File: config.mk
export PLATFORM = sky130hd
export DESIGN_NAME = fetch_queue
export DESIGN_NICKNAME = d
export VERILOG_FILES = /design/src/rtl/cpu_pkg.sv /design/src/rtl/fetch_fifo.sv /design/src/rtl/fetch_queue.sv
export SDC_FILE = /design/constraint.sdc
export NUM_CORES = 1
export LEC_CHECK = 0
export BUFFER_PORTS_ARGS = -buffer_cell sky130_fd_sc_hd__clkbuf_2
export CAP_MARGIN = 20
export CORE_ASPECT_RATIO = 0.8
export CORE_MARGIN = 5
export CORE_UTILIZATION = 25
export DETAILED_ROUTE_END_ITERATION = 6
export GPL_ROUTABILITY_DRIVEN = 0
export PLACE_DENSITY = 0.42
export SETUP_SLACK_MARGIN = 0.2
export SYNTH_ARGS = -nofsm -noshare
export SYNTH_HDL_FRONTEND = slang
export SYNTH_SLANG_ARGS = --single-unit
export TNS_END_PERCENT = 10
File: constraint.sdc
create_clock -name clk -period 5.6 [get_ports clk]
set_input_delay 0.56 -clock clk [delete_from_list [all_inputs] [get_ports clk]]
set_output_delay 0.56 -clock clk [all_outputs]
set_load 0.01 [all_outputs]
File: src/rtl/cpu_pkg.sv
// Shared constants for the core front end: default widths, the canonical NOP and the PC increment.
package cpu_pkg;
  localparam int unsigned XLEN = 32;
  localparam int unsigned INSTR_W = 32;
  localparam logic [INSTR_W-1:0] NOP_INSTR = 32'h0000_0013;
  localparam int unsigned PC_STEP = 4;
endpackage

File: src/rtl/fetch_fifo.sv
// Synchronous FIFO holding {pc, instr} entries for the fetch queue; flush empties it in one cycle.
module fetch_fifo #(
  parameter int unsigned WIDTH = 64,
  parameter int unsigned DEPTH = 4
) (
  input  logic                       clk,
  input  logic                       rst,
  input  logic                       push,
  input  logic                       pop,
  input  logic                       flush,
  input  logic [WIDTH-1:0]           wdata,
  output logic [WIDTH-1:0]           rdata,
  output logic                       full,
  output logic                       empty,
  output logic [$clog2(DEPTH+1)-1:0] count
);
  localparam int unsigned AW = $clog2(DEPTH);

  logic [WIDTH-1:0] mem_q [DEPTH];
  logic [AW:0]      wr_ptr_q;
  logic [AW:0]      rd_ptr_q;
  logic [AW:0]      used;

  // Extra pointer MSB distinguishes full (MSBs differ) from empty (pointers equal).
  assign used  = wr_ptr_q - rd_ptr_q;
  assign full  = (wr_ptr_q[AW] != rd_ptr_q[AW]) && (wr_ptr_q[AW-1:0] == rd_ptr_q[AW-1:0]);
  assign empty = (wr_ptr_q == rd_ptr_q);
  assign count = used;
  assign rdata = mem_q[rd_ptr_q[AW-1:0]];

  always_ff @(posedge clk) begin
    if (rst || flush) begin
      wr_ptr_q <= '0;
      rd_ptr_q <= '0;
    end else begin
      if (push) begin
        mem_q[wr_ptr_q[AW-1:0]] <= wdata;
        wr_ptr_q                <= wr_ptr_q + (AW+1)'(1);
      end
      if (pop) begin
        rd_ptr_q <= rd_ptr_q + (AW+1)'(1);
      end
    end
  end
endmodule

File: src/rtl/fetch_queue.sv
// Decoupled instruction fetch: sequential requests, in-order responses buffered in a FIFO for ID,
// with redirect flushing the queue and dropping responses still in flight.
module fetch_queue #(
  parameter int unsigned          XLEN     = cpu_pkg::XLEN,
  parameter int unsigned          DEPTH    = 4,
  parameter int unsigned          MAX_OUT  = 2,
  parameter logic [XLEN-1:0]      RESET_PC = '0
) (
  input  logic            clk,
  input  logic            rst,
  input  logic            redirect,
  input  logic [XLEN-1:0] redirect_pc,
  input  logic            pause,
  output logic            imem_req_valid,
  output logic [XLEN-1:0] imem_req_addr,
  input  logic            imem_req_ready,
  input  logic            imem_rsp_valid,
  input  logic [31:0]     imem_rsp_data,
  output logic            id_valid,
  output logic [XLEN-1:0] id_pc,
  output logic [31:0]     id_instr
);
  import cpu_pkg::*;

  localparam int unsigned CW = $clog2(DEPTH + 1);
  localparam int unsigned OW = $clog2(MAX_OUT + 1);
  localparam int unsigned EW = XLEN + INSTR_W;

  logic [XLEN-1:0] fetch_pc_q, fetch_pc_d;
  logic [XLEN-1:0] resp_pc_q, resp_pc_d;
  logic [XLEN-1:0] target_pc;
  logic [OW-1:0]   live_out_q, live_out_d;
  logic [OW-1:0]   drop_cnt_q, drop_cnt_d;
  logic [CW-1:0]   count;
  logic [EW-1:0]   head;
  logic            full, empty;
  logic            can_buffer, can_track;
  logic            issue, live_rsp, drop_rsp, push, pop;

  assign target_pc = {redirect_pc[XLEN-1:2], 2'b00};
  assign live_rsp  = imem_rsp_valid && (drop_cnt_q == '0);
  assign drop_rsp  = imem_rsp_valid && (drop_cnt_q != '0);

  // Queue slots are reserved at issue time so a live response can never find the queue full.
  assign can_buffer = (32'(count) + 32'(live_out_q)) < DEPTH;
  assign can_track  = (32'(live_out_q) + 32'(drop_cnt_q)) < MAX_OUT;

  assign imem_req_valid = !rst && !redirect && can_buffer && can_track;
  assign imem_req_addr  = fetch_pc_q;
  assign issue          = imem_req_valid && imem_req_ready;

  assign id_valid = !rst && !empty;
  assign id_pc    = id_valid ? head[EW-1 -: XLEN] : '0;
  assign id_instr = id_valid ? head[INSTR_W-1:0] : NOP_INSTR;

  assign push = live_rsp && !redirect;
  assign pop  = id_valid && !pause && !redirect;

  fetch_fifo #(
    .WIDTH (EW),
    .DEPTH (DEPTH)
  ) u_fifo (
    .clk   (clk),
    .rst   (rst),
    .push  (push),
    .pop   (pop),
    .flush (redirect),
    .wdata ({resp_pc_q, imem_rsp_data}),
    .rdata (head),
    .full  (full),
    .empty (empty),
    .count (count)
  );

  always_comb begin
    fetch_pc_d = fetch_pc_q;
    resp_pc_d  = resp_pc_q;
    live_out_d = live_out_q;
    drop_cnt_d = drop_cnt_q;
    if (redirect) begin
      fetch_pc_d = target_pc;
      resp_pc_d  = target_pc;
      live_out_d = '0;
      // Every outstanding request becomes a drop, less the one whose response arrives now.
      drop_cnt_d = drop_cnt_q + live_out_q - OW'(imem_rsp_valid);
    end else begin
      if (issue) begin
        fetch_pc_d = fetch_pc_q + XLEN'(PC_STEP);
      end
      if (live_rsp) begin
        resp_pc_d = resp_pc_q + XLEN'(PC_STEP);
      end
      live_out_d = live_out_q + OW'(issue) - OW'(live_rsp);
      drop_cnt_d = drop_cnt_q - OW'(drop_rsp);
    end
  end

  always_ff @(posedge clk) begin
    if (rst) begin
      fetch_pc_q <= RESET_PC;
      resp_pc_q  <= RESET_PC;
      live_out_q <= '0;
      drop_cnt_q <= '0;
    end else begin
      fetch_pc_q <= fetch_pc_d;
      resp_pc_q  <= resp_pc_d;
      live_out_q <= live_out_d;
      drop_cnt_q <= drop_cnt_d;
    end
  end

  always_ff @(posedge clk) begin
    if (!rst) begin
      assert (!(push && full));
    end
  end
endmodule
==> After elaboration in Yosys (flattened, before gate mapping) <==
Memory sizes are Yosys's and may differ from the RTL's. A register that Yosys moved wholly into a read port is not among the register bits.
Cells that the tools add are included.
{ "classes": {"n_addsub": 12, "n_lt_le_gt_ge": 2, "eq_ne": 1, "muxes": 12, "reduce_logical": 20} }
{ "op_table": {"columns": ["cell", "n"], "rows": [
  ["32-bit two-way mux", 6],
  ["32-bit by 3-bit adder with 32-bit output, second input constant", 2],
  ["1-bit logical AND", 10],
  ["3-bit by 1-bit adder with 3-bit output, second input constant", 2],
  ["2-bit two-way mux", 3],
  ["2-bit nonzero test", 3],
  ["2-bit by 1-bit subtractor with 2-bit output", 3],
  ["3-bit by 2-bit adder with 4-bit output", 1],
  ["1-bit logical NOT", 4],
  ["4-bit by 3-bit < comparator with 1-bit output, second input constant", 1],
  ["2-bit by 2-bit adder with 3-bit output", 1],
  ["3-bit == test", 1],
  ["3-bit by 2-bit < comparator with 1-bit output, second input constant", 1],
  ["1-bit two-way mux", 3],
  ["3-bit subtractor", 1],
  ["2-bit by 1-bit adder with 2-bit output", 1],
  ["2-bit adder", 1],
  ["2-bit logical NOT", 1],
  ["2-bit OR reduction", 1],
  ["1-bit logical OR", 1]
]} }
{ "totals": {"ff_bits": 74, "ram_bits": 256, "inputBits": 70, "output_inout_bits": 98, "word_cells": 56, "memories": 1} }
{ "mem_list": {"columns": ["name", "words", "width", "rd", "rd_ports_with_merged_regs", "wr", "line", "rtl"], "rows": [
  ["u_fifo.mem_q", 4, 64, 1, 1, 1, "fetch_fifo.sv:19", "logic [WIDTH-1:0] mem_q [DEPTH];"]
]} }

==> Logic depth before layout (Yosys ltp) <==
{ "logic_depth": {"depth_word": 8, "ltp_mapped": 16, "depth_no_buf": 15} }

==> Cells and area by module <==
A second synthesis with hierarchy kept.
{ "unflattened": {"hier_cells": 897, "area_unflattened_um2": 13870.8} }
{ "modules_own_cells": {"columns": ["mod", "instances", "cells_each", "area_each_um2", "seq_area_each_um2"], "rows": [
  ["fetch_fifo", 1, 383, 9771.9, 7847.5],
  ["fetch_queue", 1, 514, 4098.9, 1281.2]
]} }

==> Worst setup path after synthesis <==
No wires, ideal clock.
{ "synth_timing": {"path_kind": "input to register", "startpoint": "input imem_rsp_valid", "endpoint": "memory u_fifo.mem_q[0][0] (enable)", "setup_time_ns": 0.427, "arrival_ns": 3.016, "required_time_ns": 5.173, "setup_slack_ns": 2.157, "cell_stages": 4, "n_path_buf": 1, "cell_sequence": "or3b_2 > inv_1 > buf_1 > and3_1"} }
{ "synth_between": {"elab_chain_len": 5} }
{ "synth_lines": {"columns": ["element", "line", "rtl"], "rows": [
  ["start: declaration", "fetch_queue.sv:17", "input logic imem_rsp_valid,"],
  ["1-bit logical AND", "fetch_queue.sv:41", "assign live_rsp = imem_rsp_valid && (drop_cnt_q == '0);"],
  ["1-bit logical AND", "fetch_queue.sv:56", "assign push = live_rsp && !redirect;"],
  ["1-bit two-way mux", "fetch_fifo.sv:36", "if (push) begin"],
  ["1-bit two-way mux", "fetch_fifo.sv:32", "if (rst || flush) begin"],
  ["1-bit two-way mux (implied by the code)", "fetch_fifo.sv:37", "mem_q[wr_ptr_q[AW-1:0]] <= wdata;"],
  ["end: declaration", "fetch_fifo.sv:19", null]
]} }
No other way between the ends.

==> Worst setup path after layout <==
{ "layout_timing": {"startpoint": "register u_fifo.wr_ptr_q[0]", "endpoint": "register live_out_q[1]"} }
{ "layout_between": {"elab_chain_len": 8} }
{ "layout_lines": {"columns": ["element", "line", "rtl"], "rows": [
  ["start: declaration", "fetch_fifo.sv:20", "logic [AW:0] wr_ptr_q;"],
  ["start signal: assignment", "fetch_fifo.sv:38", "wr_ptr_q <= wr_ptr_q + (AW+1)'(1);"],
  ["3-bit subtractor", "fetch_fifo.sv:25", "assign used = wr_ptr_q - rd_ptr_q;"],
  ["3-bit by 2-bit adder with 4-bit output", "fetch_queue.sv:45", "assign can_buffer = (32'(count) + 32'(live_out_q)) < DEPTH;"],
  ["4-bit by 3-bit < comparator with 1-bit output", "fetch_queue.sv:45", null],
  ["1-bit logical AND (2 in series)", "fetch_queue.sv:48", "assign imem_req_valid = !rst && !redirect && can_buffer && can_track;"],
  ["1-bit logical AND", "fetch_queue.sv:50", "assign issue = imem_req_valid && imem_req_ready;"],
  ["2-bit by 1-bit adder with 2-bit output", "fetch_queue.sv:93", "live_out_d = live_out_q + OW'(issue) - OW'(live_rsp);"],
  ["2-bit by 1-bit subtractor with 2-bit output", "fetch_queue.sv:93", null],
  ["end signal: assignment", "fetch_queue.sv:107", "live_out_q <= live_out_d;"],
  ["end: declaration", "fetch_queue.sv:32", "logic [OW-1:0] live_out_q, live_out_d;"]
]} }
No other way between the ends.
A chain may end at the register's enable or synchronous reset.

==> run_results.csv <==
group,metric,value,unit
synth,yosysMostFrequentCell,"edfxtp_1",
power_and_ir_drop,ir_drop,0.157,mV
clock_network,clock-sinks,320,
layout,multi_input_area,4380,um2
timing,slew_viol_final,0,
grt,grt_max_degree,50,
routing,ant_nets,0,
layout,diodes,0,
power_and_ir_drop,clkPwrFrac,0.449,
critical_path,crit_arrival,4.51,ns
synth,synth_flop_cell,"edfxtp_1",
routing,vias_per_cell,4.61,
power_and_ir_drop,p_seq_frac,0.489,
run_status,status,"complete, no violations",
synth,synth_edf_count,248,
routing,wl_met3,2.52,mm
power_and_ir_drop,p_leak,5.51,nW
run,maxCapViolCount,0,
routing,num_vias,8279,
layout,area_growth,21.1,%
critical_path,slowest_delay,0.66,ns
grt,grt_pass1_vias,8488,
routing,wl_met2,16.0,mm
timing,skew,0.0188,ns
floorplan,fp.dieW,270,um
layout,drive_gt1_frac,0.282,
worst_hold_path,hold_path.class,"in -> reg",
routing,drtIter0Drc,639,
grt,grt-ovfl-total,0,
critical_path,cp-start-kind,"flop",
clock_network,post_cts_resized,0,
critical_path,cpMostUsedCell,"ha_1",
floorplan,core_area,53600,um2
timing,period_share,0.729,
routing,avgRoutedWirePerCell,20.5,um
floorplan,ios,168,
synth,avgSynthCellArea,14.9,um2
synth,synthCells,904,
power_and_ir_drop,p_comb_frac,0.062,
timing,period_needed,4.08,ns
clock_network,cts_hold_buffers,0,
power_and_ir_drop,p_int,0.00425,W
synth,synthTopCellsByCount,"edfxtp_1 (248), dfxtp_1 (72), mux4_2 (62), nor2b_1 (59), nand2_1 (44)",
power_and_ir_drop,p_switching,0.00125,W
power_and_ir_drop,power.total,0.00550,W
critical_path,crit_chain,"inv_1 > ha_1 > inv_1 > fa_1 > ha_1 > or3_1 > nor4_4 > and2_0 > inv_2 > ha_1 > inv_1 > ha_1 > xor2_1 > xnor2_1 > nor2_1",
synth,synthDistinctLibCells,59,
clock_network,cts_tree,"yes",
placement,place_area,15100,um2
timing,setup_tns,0,ns
floorplan,start_util,0.252,
synth,seq_area_frac_synth,0.658,
clock_network,clk_pin_slew,0.06,ns
floorplan,die_y,218,um
layout,fin_nets,1155,
placement,place_ws,1.50,ns
critical_path,worst_ep_required_time,6.02,ns
synth,synthArstFlopShare,0,
routing,postRouteWirelength,36.8,mm
critical_path,path_class,"reg -> reg",
synth,synth_area,13500,um2
critical_path,worstPathMaxFanout,12,
layout,regArea,8900,um2
floorplan,fp-row-count,76,
layout,fin_area,16400,um2
synth,synth-seq-cells,320,
critical_path,critical_path.slowest_cell,"nor4_4",
grt,grt_pass1_wl,55.4,mm
timing,relSlewSlack,0.432,
timing,worst_slack,1.52,ns
layout,utilization,0.305,
placement,io_buffer_count,161,
placement,dpl.hpwl,23.9,mm
timing,worst_slew_pin_slew,0.852,ns
critical_path,cpLargestDelayFamily,"simple AND/OR/NAND/NOR gates",
floorplan,dieArea,58800,um2
timing,max_freq,0.245,GHz
grt,antenna_found_initial,2,
routing,drt_first_pass_iters,5,
clock_network,clkLatencyLatePin,0.55,ns
grt,grtUsageTotal,0.124,
clock_network,cts_root_buf,"clkbuf_16",
timing,rsz0062_at_grt,"false",
synth,synth_area_leaders,"edfxtp_1 (55%), dfxtp_1 (11%), mux4_2 (10%)",
clock_network,cts_buffers,36,
synth,yosysWarnings,0,
power_and_ir_drop,switching_share,0.228,
power_and_ir_drop,power_density,336,nW/um2
layout,fillers,5438,
critical_path,crit_buf_inv,4,
synth,synth_top_area_share,0.551,
timing,setup_violations,0,
clock_network,clockBufferDepth,3,
routing,m1WireLength,17.7,mm
routing,highest_layer,"met4",
timing,hold_viol,0,
clock_network,h-tree-depth,2,
routing,drc,0,
critical_path,endpoint_kind,"flop",
clock_network,post-cts-setup-buffers,0,
synth,yosysTopAreaCell,"edfxtp_1",
layer usage:
| metal | vias to the layer above | track usage |
|---|---|---|
| met5 | - | 0 |
| met4 | 0 | 0.0326 |
| met3 | 39 | 0.0316 |
| met2 | 271 | 0.186 |
| met1 | 4144 | 0.179 |
| li1 | 3825 | - |
cell families (layout without fill, tap and decap cells):
logic type	count (synthesis)	count (layout)	synth area share
AO/OA/AOI/OAI	111	111	0.0544
flip-flops	320	320	0.658
multiplexers	63	63	0.104
AND/OR/NAND/NOR	275	275	0.114
buffers and inverters	72	260	0.0220
adder cells (fa/ha/maj)	18	18	0.0178
other	1	4	0.000278
XOR/XNOR	44	44	0.0296
cells in the final DEF, fill, tap and decap left out, drive strengths merged, types with 7 or more instances in the layout:
master | netlist | final
edfxtp | 248 | 248
clkbuf | 31 | 211
dfxtp | 72 | 72
mux4 | 62 | 62
nor2b | 59 | 59
nand2 | 44 | 44
nor2 | 41 | 41
nand3 | 30 | 30
xor2 | 28 | 28
nand4 | 24 | 24
inv | 19 | 23
and3 | 20 | 20
a21oi | 19 | 19
a31oi | 19 | 19
o21ai | 16 | 16
ha | 16 | 16
xnor2 | 15 | 15
a211oi | 14 | 14
buf | 22 | 14
a21boi | 13 | 13
or3 | 10 | 10
nor4 | 10 | 10
o21a | 8 | 8
and2 | 8 | 8
nor3 | 7 | 7
power by group through the flow:
stage,clock network [W],registers (W),logic [W]
floorplan,0,0.00272,0.000203
global placement,0,0.00274,0.000349
detailed placement,0,0.00274,0.000351
CTS,0.00256,0.00269,0.000352
global route,0.00267,0.00270,0.000383
finish,0.00247,0.00269,0.000342
through the flow:
| step | hold slack [ns] | cells |
|---|---|---|
| 6_report | 0.236 | 1797 |
| 5_1_grt | 0.209 | 1797 |
| 4_1_cts | 0.192 | 1797 |
| 3_5_place_dp | 0.545 | 1731 |
| 3_3_place_gp | 0.531 | 1731 |
| 2_1_floorplan | 0.480 | 907 |
area by class of cell:
type | count | share of cell area
multi-input combinational | 515 | 0.268
sequential | 320 | 0.544
timing repair buffer | 175 | 0.0557
clock buffer | 50 | 0.0611
inverter | 19 | 0.00436
tap | 702 | 0.0537
clock inverter | 16 | 0.0135
sequential cells by signal (all words and copies together) (netlist names), named ones only:
name             count
drop_cnt_q           2
imem_req_addr       30
live_out_q           2
resp_pc_q           30
u_fifo.mem_q       248
u_fifo.rd_ptr_q      3
u_fifo.wr_ptr_q      3
worst paths after layout:
check / from / endpoint / slack, ns / depth (start not counted)
min reg2reg: resp_pc_q[31] / u_fifo.mem_q[1][63] / 0.54 / 0
max: u_fifo.wr_ptr_q[0] / live_out_q[1] / 1.52 / 15
min: imem_rsp_data[30] / u_fifo.mem_q[2][30] / 0.24 / 1
max reg2reg: u_fifo.wr_ptr_q[0] / live_out_q[1] / 1.52 / 15
(Power assumes the default switching activity.)
